[config.mk]
export PLATFORM = sky130hd
export DESIGN_NAME = pipe_hazard_ctrl
export DESIGN_NICKNAME = d
export VERILOG_FILES = /design/src/rtl/pipe_hazard_ctrl.sv
export SDC_FILE = /design/constraint.sdc
export NUM_CORES = 1
export LEC_CHECK = 0
export BUFFER_PORTS_ARGS = -buffer_cell sky130_fd_sc_hd__buf_2
export CAP_MARGIN = 20
export CORE_UTILIZATION = 37
export DETAILED_ROUTE_END_ITERATION = 7
export GPL_TIMING_DRIVEN = 0
export RECOVER_POWER = 100
export SLEW_MARGIN = 20
export SYNTH_ARGS = -nofsm -noshare
export SYNTH_HDL_FRONTEND = slang
export SYNTH_SLANG_ARGS = --single-unit
export TNS_END_PERCENT = 5
[constraint.sdc]
create_clock -name clk_i -period 5 [get_ports clk_i]
set_input_delay 0.5 -clock clk_i [delete_from_list [all_inputs] [get_ports clk_i]]
set_output_delay 0.5 -clock clk_i [all_outputs]
set_load 0.05 [all_outputs]
[src/rtl/pipe_hazard_ctrl.sv]
// pipe_hazard_ctrl
// Stall/flush controller for the 5-stage pipeline. It detects load-use
// hazards, squashes younger instructions on taken branches and jumps,
// freezes every stage while data memory is busy, and halts the pipe after
// too many consecutive busy cycles.
//
// Ports:
//   clk_i, rst_n                  clock (rising edge), async active-low reset
//   if_id_rs_i, if_id_rt_i        source fields of the instruction in ID
//   if_id_uses_rt_i               ID instruction actually reads rt
//   id_ex_memread_i, id_ex_rt_i   load in EX and its destination register
//   jump_i                        jump decoded in ID
//   branch_taken_i                taken branch resolved in EX/MEM
//   mem_busy_i                    data memory not ready this cycle
//   *_write_o                     pipeline register / PC load enables
//   *_flush_o                     pipeline register clears (bubbles)
//   halted_o                      controller is in HALT
//   stall_cnt_o, flush_cnt_o      saturating event counters
//   wait_cnt_o                    current run of consecutive busy cycles
//   fsm_state_o                   debug view of the controller state
module pipe_hazard_ctrl #(
    parameter int WAIT_MAX = 16,
    parameter int CNT_W    = 16
) (
    input  logic             clk_i,
    input  logic             rst_n,
    input  logic [4:0]       if_id_rs_i,
    input  logic [4:0]       if_id_rt_i,
    input  logic             if_id_uses_rt_i,
    input  logic             id_ex_memread_i,
    input  logic [4:0]       id_ex_rt_i,
    input  logic             jump_i,
    input  logic             branch_taken_i,
    input  logic             mem_busy_i,
    output logic             pc_write_o,
    output logic             if_id_write_o,
    output logic             id_ex_write_o,
    output logic             ex_mem_write_o,
    output logic             mem_wb_write_o,
    output logic             if_id_flush_o,
    output logic             id_ex_flush_o,
    output logic             ex_mem_flush_o,
    output logic             halted_o,
    output logic [CNT_W-1:0] stall_cnt_o,
    output logic [CNT_W-1:0] flush_cnt_o,
    output logic [CNT_W-1:0] wait_cnt_o,
    output logic [1:0]       fsm_state_o
);

    localparam logic [1:0] ST_RUN   = 2'd0;
    localparam logic [1:0] ST_MWAIT = 2'd1;
    localparam logic [1:0] ST_HALT  = 2'd2;

    localparam logic [CNT_W-1:0] CNT_MAX  = {CNT_W{1'b1}};
    localparam logic [CNT_W-1:0] WAIT_LIM = CNT_W'(WAIT_MAX);

    logic [1:0]       state_q, state_d;
    logic [CNT_W-1:0] stall_cnt_q, stall_cnt_d;
    logic [CNT_W-1:0] flush_cnt_q, flush_cnt_d;
    logic [CNT_W-1:0] wait_cnt_q, wait_cnt_d;
    logic [CNT_W-1:0] wait_inc;
    logic             load_use;

    function automatic logic [CNT_W-1:0] sat_inc(input logic [CNT_W-1:0] v);
        return (v == CNT_MAX) ? v : v + 1'b1;
    endfunction

    // $0 is never a real load destination, so it can never cause a stall.
    assign load_use = id_ex_memread_i && (id_ex_rt_i != 5'd0) &&
                      ((id_ex_rt_i == if_id_rs_i) ||
                       (if_id_uses_rt_i && (id_ex_rt_i == if_id_rt_i)));

    assign wait_inc = wait_cnt_q + 1'b1;

    always_comb begin
        pc_write_o     = 1'b1;
        if_id_write_o  = 1'b1;
        id_ex_write_o  = 1'b1;
        ex_mem_write_o = 1'b1;
        mem_wb_write_o = 1'b1;
        if_id_flush_o  = 1'b0;
        id_ex_flush_o  = 1'b0;
        ex_mem_flush_o = 1'b0;
        halted_o       = 1'b0;
        state_d        = state_q;
        stall_cnt_d    = stall_cnt_q;
        flush_cnt_d    = flush_cnt_q;
        wait_cnt_d     = wait_cnt_q;

        if (state_q == ST_HALT) begin
            pc_write_o     = 1'b0;
            if_id_write_o  = 1'b0;
            id_ex_write_o  = 1'b0;
            ex_mem_write_o = 1'b0;
            mem_wb_write_o = 1'b0;
            halted_o       = 1'b1;
        end else if (mem_busy_i) begin
            // Full freeze: a branch sitting in EX/MEM is held and resolves on
            // the first non-busy cycle.
            pc_write_o     = 1'b0;
            if_id_write_o  = 1'b0;
            id_ex_write_o  = 1'b0;
            ex_mem_write_o = 1'b0;
            mem_wb_write_o = 1'b0;
            wait_cnt_d     = sat_inc(wait_cnt_q);
            state_d        = (wait_inc == WAIT_LIM) ? ST_HALT : ST_MWAIT;
        end else begin
            wait_cnt_d = '0;
            state_d    = ST_RUN;
            if (branch_taken_i) begin
                // Branch squashes the younger instructions, so a coincident
                // load-use stall or jump is not acted on or counted.
                if_id_flush_o  = 1'b1;
                id_ex_flush_o  = 1'b1;
                ex_mem_flush_o = 1'b1;
                flush_cnt_d    = sat_inc(flush_cnt_q);
            end else if (load_use) begin
                pc_write_o    = 1'b0;
                if_id_write_o = 1'b0;
                id_ex_flush_o = 1'b1;
                stall_cnt_d   = sat_inc(stall_cnt_q);
            end else if (jump_i) begin
                if_id_flush_o = 1'b1;
                flush_cnt_d   = sat_inc(flush_cnt_q);
            end
        end

        // Hold the whole pipe quiet while reset is asserted.
        if (!rst_n) begin
            pc_write_o     = 1'b0;
            if_id_write_o  = 1'b0;
            id_ex_write_o  = 1'b0;
            ex_mem_write_o = 1'b0;
            mem_wb_write_o = 1'b0;
            if_id_flush_o  = 1'b0;
            id_ex_flush_o  = 1'b0;
            ex_mem_flush_o = 1'b0;
            halted_o       = 1'b0;
        end
    end

    always_ff @(posedge clk_i or negedge rst_n) begin
        if (!rst_n) begin
            state_q     <= ST_RUN;
            stall_cnt_q <= '0;
            flush_cnt_q <= '0;
            wait_cnt_q  <= '0;
        end else begin
            state_q     <= state_d;
            stall_cnt_q <= stall_cnt_d;
            flush_cnt_q <= flush_cnt_d;
            wait_cnt_q  <= wait_cnt_d;
        end
    end

    assign stall_cnt_o = stall_cnt_q;
    assign flush_cnt_o = flush_cnt_q;
    assign wait_cnt_o  = wait_cnt_q;
    assign fsm_state_o = state_q;

endmodule
=== Yosys cells after proc, flatten, opt, wreduce, memory -nomap -nowiden ===
Index checks and enable logic that the tools add are counted.

* Register bits: 50
* Bits of input ports: 22
* Output and inout bits: 59

* $add $sub $neg: 3
* Equal/unequal tests: 9
* Mux-type cells: 33
* Bitwise operators: 4
* Reductions and logical operators: 9

{| class="wikitable"
|+ Operators with widths
! operator !! count
|-
| $mux W16 || 6
|-
| $add A16 B1 Y16 const B || 3
|-
| $eq A16 B16 Y1 const B || 3
|-
| $mux W1 || 25
|-
| $eq A16 B5 Y1 const B || 1
|-
| $eq A5 B5 Y1 || 2
|-
| $reduce_and A5 Y1 || 1
|-
| $reduce_bool A5 Y1 || 1
|-
| $mux W2 || 2
|-
| $ne A2 B2 Y1 const B || 2
|-
| $not A1 Y1 || 4
|-
| $reduce_and A4 Y1 || 1
|-
| $logic_and A1 B1 Y1 || 3
|-
| $eq A2 B2 Y1 const B || 1
|-
| $reduce_and A2 Y1 || 1
|-
| $reduce_bool A2 Y1 || 1
|-
| $logic_or A1 B1 Y1 || 1
|}

=== Longest topological paths before layout ===
* Depth after elaboration: 9
* Gate-level depth with buffers: 8

=== Worst setup path before layout ===
No wires, ideal clock.

* Path type: input port to output port
* From: input port id_ex_rt_i[1]
* To: output port pc_write_o
* Arrival time: 2503 ps
* Data required time: 4500 ps
* Slack: 1997 ps
* Cell stages on the path: 4
* Buffers on the path: 1
* Path through: or4_1 -> o21a_1 -> a31oi_1 -> buf_4

* Cells in the longest elaborated chain, start to end: 9

{| class="wikitable"
|+ Ends and longest elaborated chain
! what !! line !! text
|-
| start, declared || 31 || <nowiki>input logic [4:0] id_ex_rt_i,</nowiki>
|-
| $eq A5 B5 Y1 || 71 || <nowiki>(if_id_uses_rt_i && (id_ex_rt_i == if_id_rt_i)));</nowiki>
|-
| $logic_and A1 B1 Y1 || 71 ||
|-
| $logic_or A1 B1 Y1 || 70 || <nowiki>((id_ex_rt_i == if_id_rs_i) ||</nowiki>
|-
| $logic_and A1 B1 Y1 * || 69 || <nowiki>assign load_use = id_ex_memread_i && (id_ex_rt_i != 5'd0) &&</nowiki>
|-
| $mux W1 * (5 in a row) || n/a ||
|-
| end, declared || 35 || <nowiki>output logic pc_write_o,</nowiki>
|}

Mark *: on every way between the ends. The rest lies on a longest branch, timed or not.

=== Final worst setup path ===
* From: register wait_cnt_q[0], in the netlist wait_cnt_o[0]
* To: register wait_cnt_q[9], in the netlist wait_cnt_o[9]

* Cells in the longest elaborated chain, start to end: 3

{| class="wikitable"
|+ Ends and longest elaborated chain
! what !! line !! text
|-
| start, declared || 60 || <nowiki>logic [CNT_W-1:0] wait_cnt_q, wait_cnt_d;</nowiki>
|-
| start signal, assigned || 152 || <nowiki>wait_cnt_q <= wait_cnt_d;</nowiki>
|-
| $add A16 B1 Y16 or $eq A16 B16 Y1 (tied branches) || 65 || <nowiki>return (v == CNT_MAX) ? v : v + 1'b1;</nowiki>
|-
| $mux W16 or $ne A2 B2 Y1 (tied branches) || n/a ||
|-
| $mux W16 or $reduce_and A2 Y1 (tied branches) || n/a ||
|}

Parallel ways exist; a longest one is shown, timed or not. The select of a mux whose other input is x is not followed.
A chain may end at the register's enable or synchronous reset.

==> results.txt <==
failing checks -> capacitance limit, slew limit
Synth Flop Type -> dfrtp_1
Worst EP arrival -> 3.56 ns
Final Cycle Share -> 0.672
Port Buffer Count -> 79
Worst Max-Slew Pin Slew -> 1.58 ns
Root Driver -> clkbuf_8
vias in the first global route -> 2370
Pwr Density -> 294 nW/µm²
GRT Resource Usage Total -> 0.174
Critical Path Fanout Max -> 10
die height -> 91.3 µm
Core Rows -> 32
Max H-tree Level -> 2
non-filler cells in the finished layout -> 502
# nets final -> 424
Die X -> 91.3 µm
Synth warnings -> 0
Max-Cap Viols -> 1
DRC violation count after routing -> 0
setup TNS -> 0 ns
Post-CTS Setup Inserts -> 0
Routed Antenna Nets -> 0
Vias -> 2575
commonest non-fill, non-tap cell in the layout -> clkbuf_1
RePlAce Congestion -> 0.856
Hold-fix buffers, CTS -> 0
routed length per instance -> 14.2 µm
fmax -> 0.297 GHz
Critical Path End Type -> flip-flop
post-placement setup slack -> 2.42 ns
status -> complete, but fails checks
Mapped Area -> 2950 µm²
clock sink total -> 50
Final WS setup -> 1.64 ns
full die area -> 8330 µm²
Max IR drop VDD -> 0.000201 V
Reg clk slew, reported paths -> 0.10 ns
max-slew violation count -> 10
register area share after synthesis -> 0.424
worst r2r src -> wait_cnt_o[0]$_DFFE_PN0P_
Period minus WS final -> 3.36 ns
largest net degree at the start of global routing -> 53
Setup violations, final -> 0
number of synthesized flops with an enable pin -> 0
# diodes -> 0
Synth cell types -> 51
CP Class -> reg -> reg
Initial Util -> 0.382
most frequent cells in the layout -> 71 x clkbuf_1, 50 x dfrtp_1, 35 x nand2_1, 27 x xnor2_1, 23 x buf_2
Worst Hold Margin -> 0.229 ns
syn_nets -> 338
Initial DRT Pass Iterations -> 4
post-CTS resize count -> 0
initial antenna violation count -> 0
Setup crit start kind -> flip-flop
Clk Latency, worst-skew pair -> 0.30 ns
Power Total -> 1.02 mW
drt initial violations -> 107
Worst Path Required -> 5.20 ns
final hold violation count -> 0
post-synthesis instance total -> 313
share of layout cells above drive strength 1 -> 0.123
CTS tree -> built
synthesis-to-layout area growth -> 17.1%
Reg2Reg Depth -> 8
vias per cell -> 5.13
Max Buffers Root-to-Sink -> 2
Setup Skew -> 0.0100 ns
worst setup path start -> wait_cnt_o[0]$_DFFE_PN0P_
core box area -> 7730 µm²
syn avg cell area -> 9.43 µm²
GR Overflow Total -> 0
total wire length -> 7130 µm
fill cell count -> 794
RSZ-0062 raised after global routing -> false
Lkg Pwr -> 1.51 nW
HPWL after DPL -> 5160 µm
Hold Path Class -> in -> async
FF+latch count, synth -> 50
Boundary Pins -> 81
first-pass GRT wire length -> 11800 µm
post-placement cell count -> 494
CTS buffer count -> 5
Worst slew margin -> -0.0652
asr flop ratio synth -> 1.00
## cell usage after synthesis, types with 7 or more instances
cell type | instances | area share
nor2_1 | 18 | 0.023
and3_1 | 12 | 0.025
dfrtp_1 | 50 | 0.42
inv_1 | 7 | 0.0089
xnor2_1 | 27 | 0.080
o21ai_0 | 13 | 0.022
a21oi_1 | 8 | 0.014
xor2_1 | 15 | 0.045
nor3_1 | 10 | 0.017
nand3_1 | 19 | 0.032
clkbuf_1 | 7 | 0.0089
nand4_1 | 12 | 0.025
nand2_1 | 35 | 0.045
## final cells by class
type / instances / area, µm² / area share
Multi-Input combinational cell: 234 / 1510 / 0.436
Sequential cell: 50 / 1250 / 0.362
Timing Repair Buffer: 79 / 323 / 0.0934
Tap cell: 102 / 128 / 0.0369
Buffer: 21 / 108 / 0.0311
Clock buffer: 5 / 68.8 / 0.0199
Clock inverter: 3 / 40.0 / 0.0116
Inverter: 8 / 30.0 / 0.00869
## registers in the layout (all words and copies together), names as in the netlist
register,flops
stall_cnt_o,16
fsm_state_o,2
wait_cnt_o,16
flush_cnt_o,16
## path summary, 6_finish.rpt
| check | end | slack, ns |
|---|---|---|
| worst max register to register | wait_cnt_o[9]$_DFFE_PN0P_ | 1.64 |
| min in group clk_i | stall_cnt_o[15]$_DFFE_PN0P_ | 0.49 |
| worst min register to register | stall_cnt_o[15]$_DFFE_PN0P_ | 0.49 |
| max in group asynchronous | wait_cnt_o[12]$_DFFE_PN0P_ | 4.32 |
| worst max-delay path | wait_cnt_o[9]$_DFFE_PN0P_ | 1.64 |
| worst min-delay path | wait_cnt_o[6]$_DFFE_PN0P_ | 0.23 |
## metal layers
layer	global-route usage	share of wire
met1	0.242	0.48
met2	0.285	0.48
met3	0.0251	0.035
met4	0.0437	0
met5	0	0
## critical path, stage by stage (launching register included)
cell      delay (ns)
dfrtp_1         0.49
ha_1            0.18
clkbuf_1        0.29
nand2_1         0.17
o41ai_1         1.33
clkbuf_1        0.49
nor4_1          0.12
a21oi_2         0.12
nand2_1         0.06
## through the flow
stage | area [µm²] | utilization
after global routing | 3460 | 0.447
after floorplan | 2950 | -
after detailed placement | 3480 | 0.450
after CTS | 3580 | 0.464
final | 3460 | 0.447
after global placement | 3470 | 0.449
## where the power goes
part           switching (mW)  internal, mW
combinational           0.190        0.0609
clock                   0.139         0.148
sequential             0.0441         0.436
## kinds of logic after synthesis
group           count (synthesis)  synth area share
buf+inv                        29            0.0534
mux                             8            0.0280
fa+ha+maj                       3            0.0127
flops                          50             0.424
compound gates                 47             0.115
simple gates                  134             0.242
xor+xnor                       42             0.125
No activity file was read; power rests on OpenSTA's default activity.
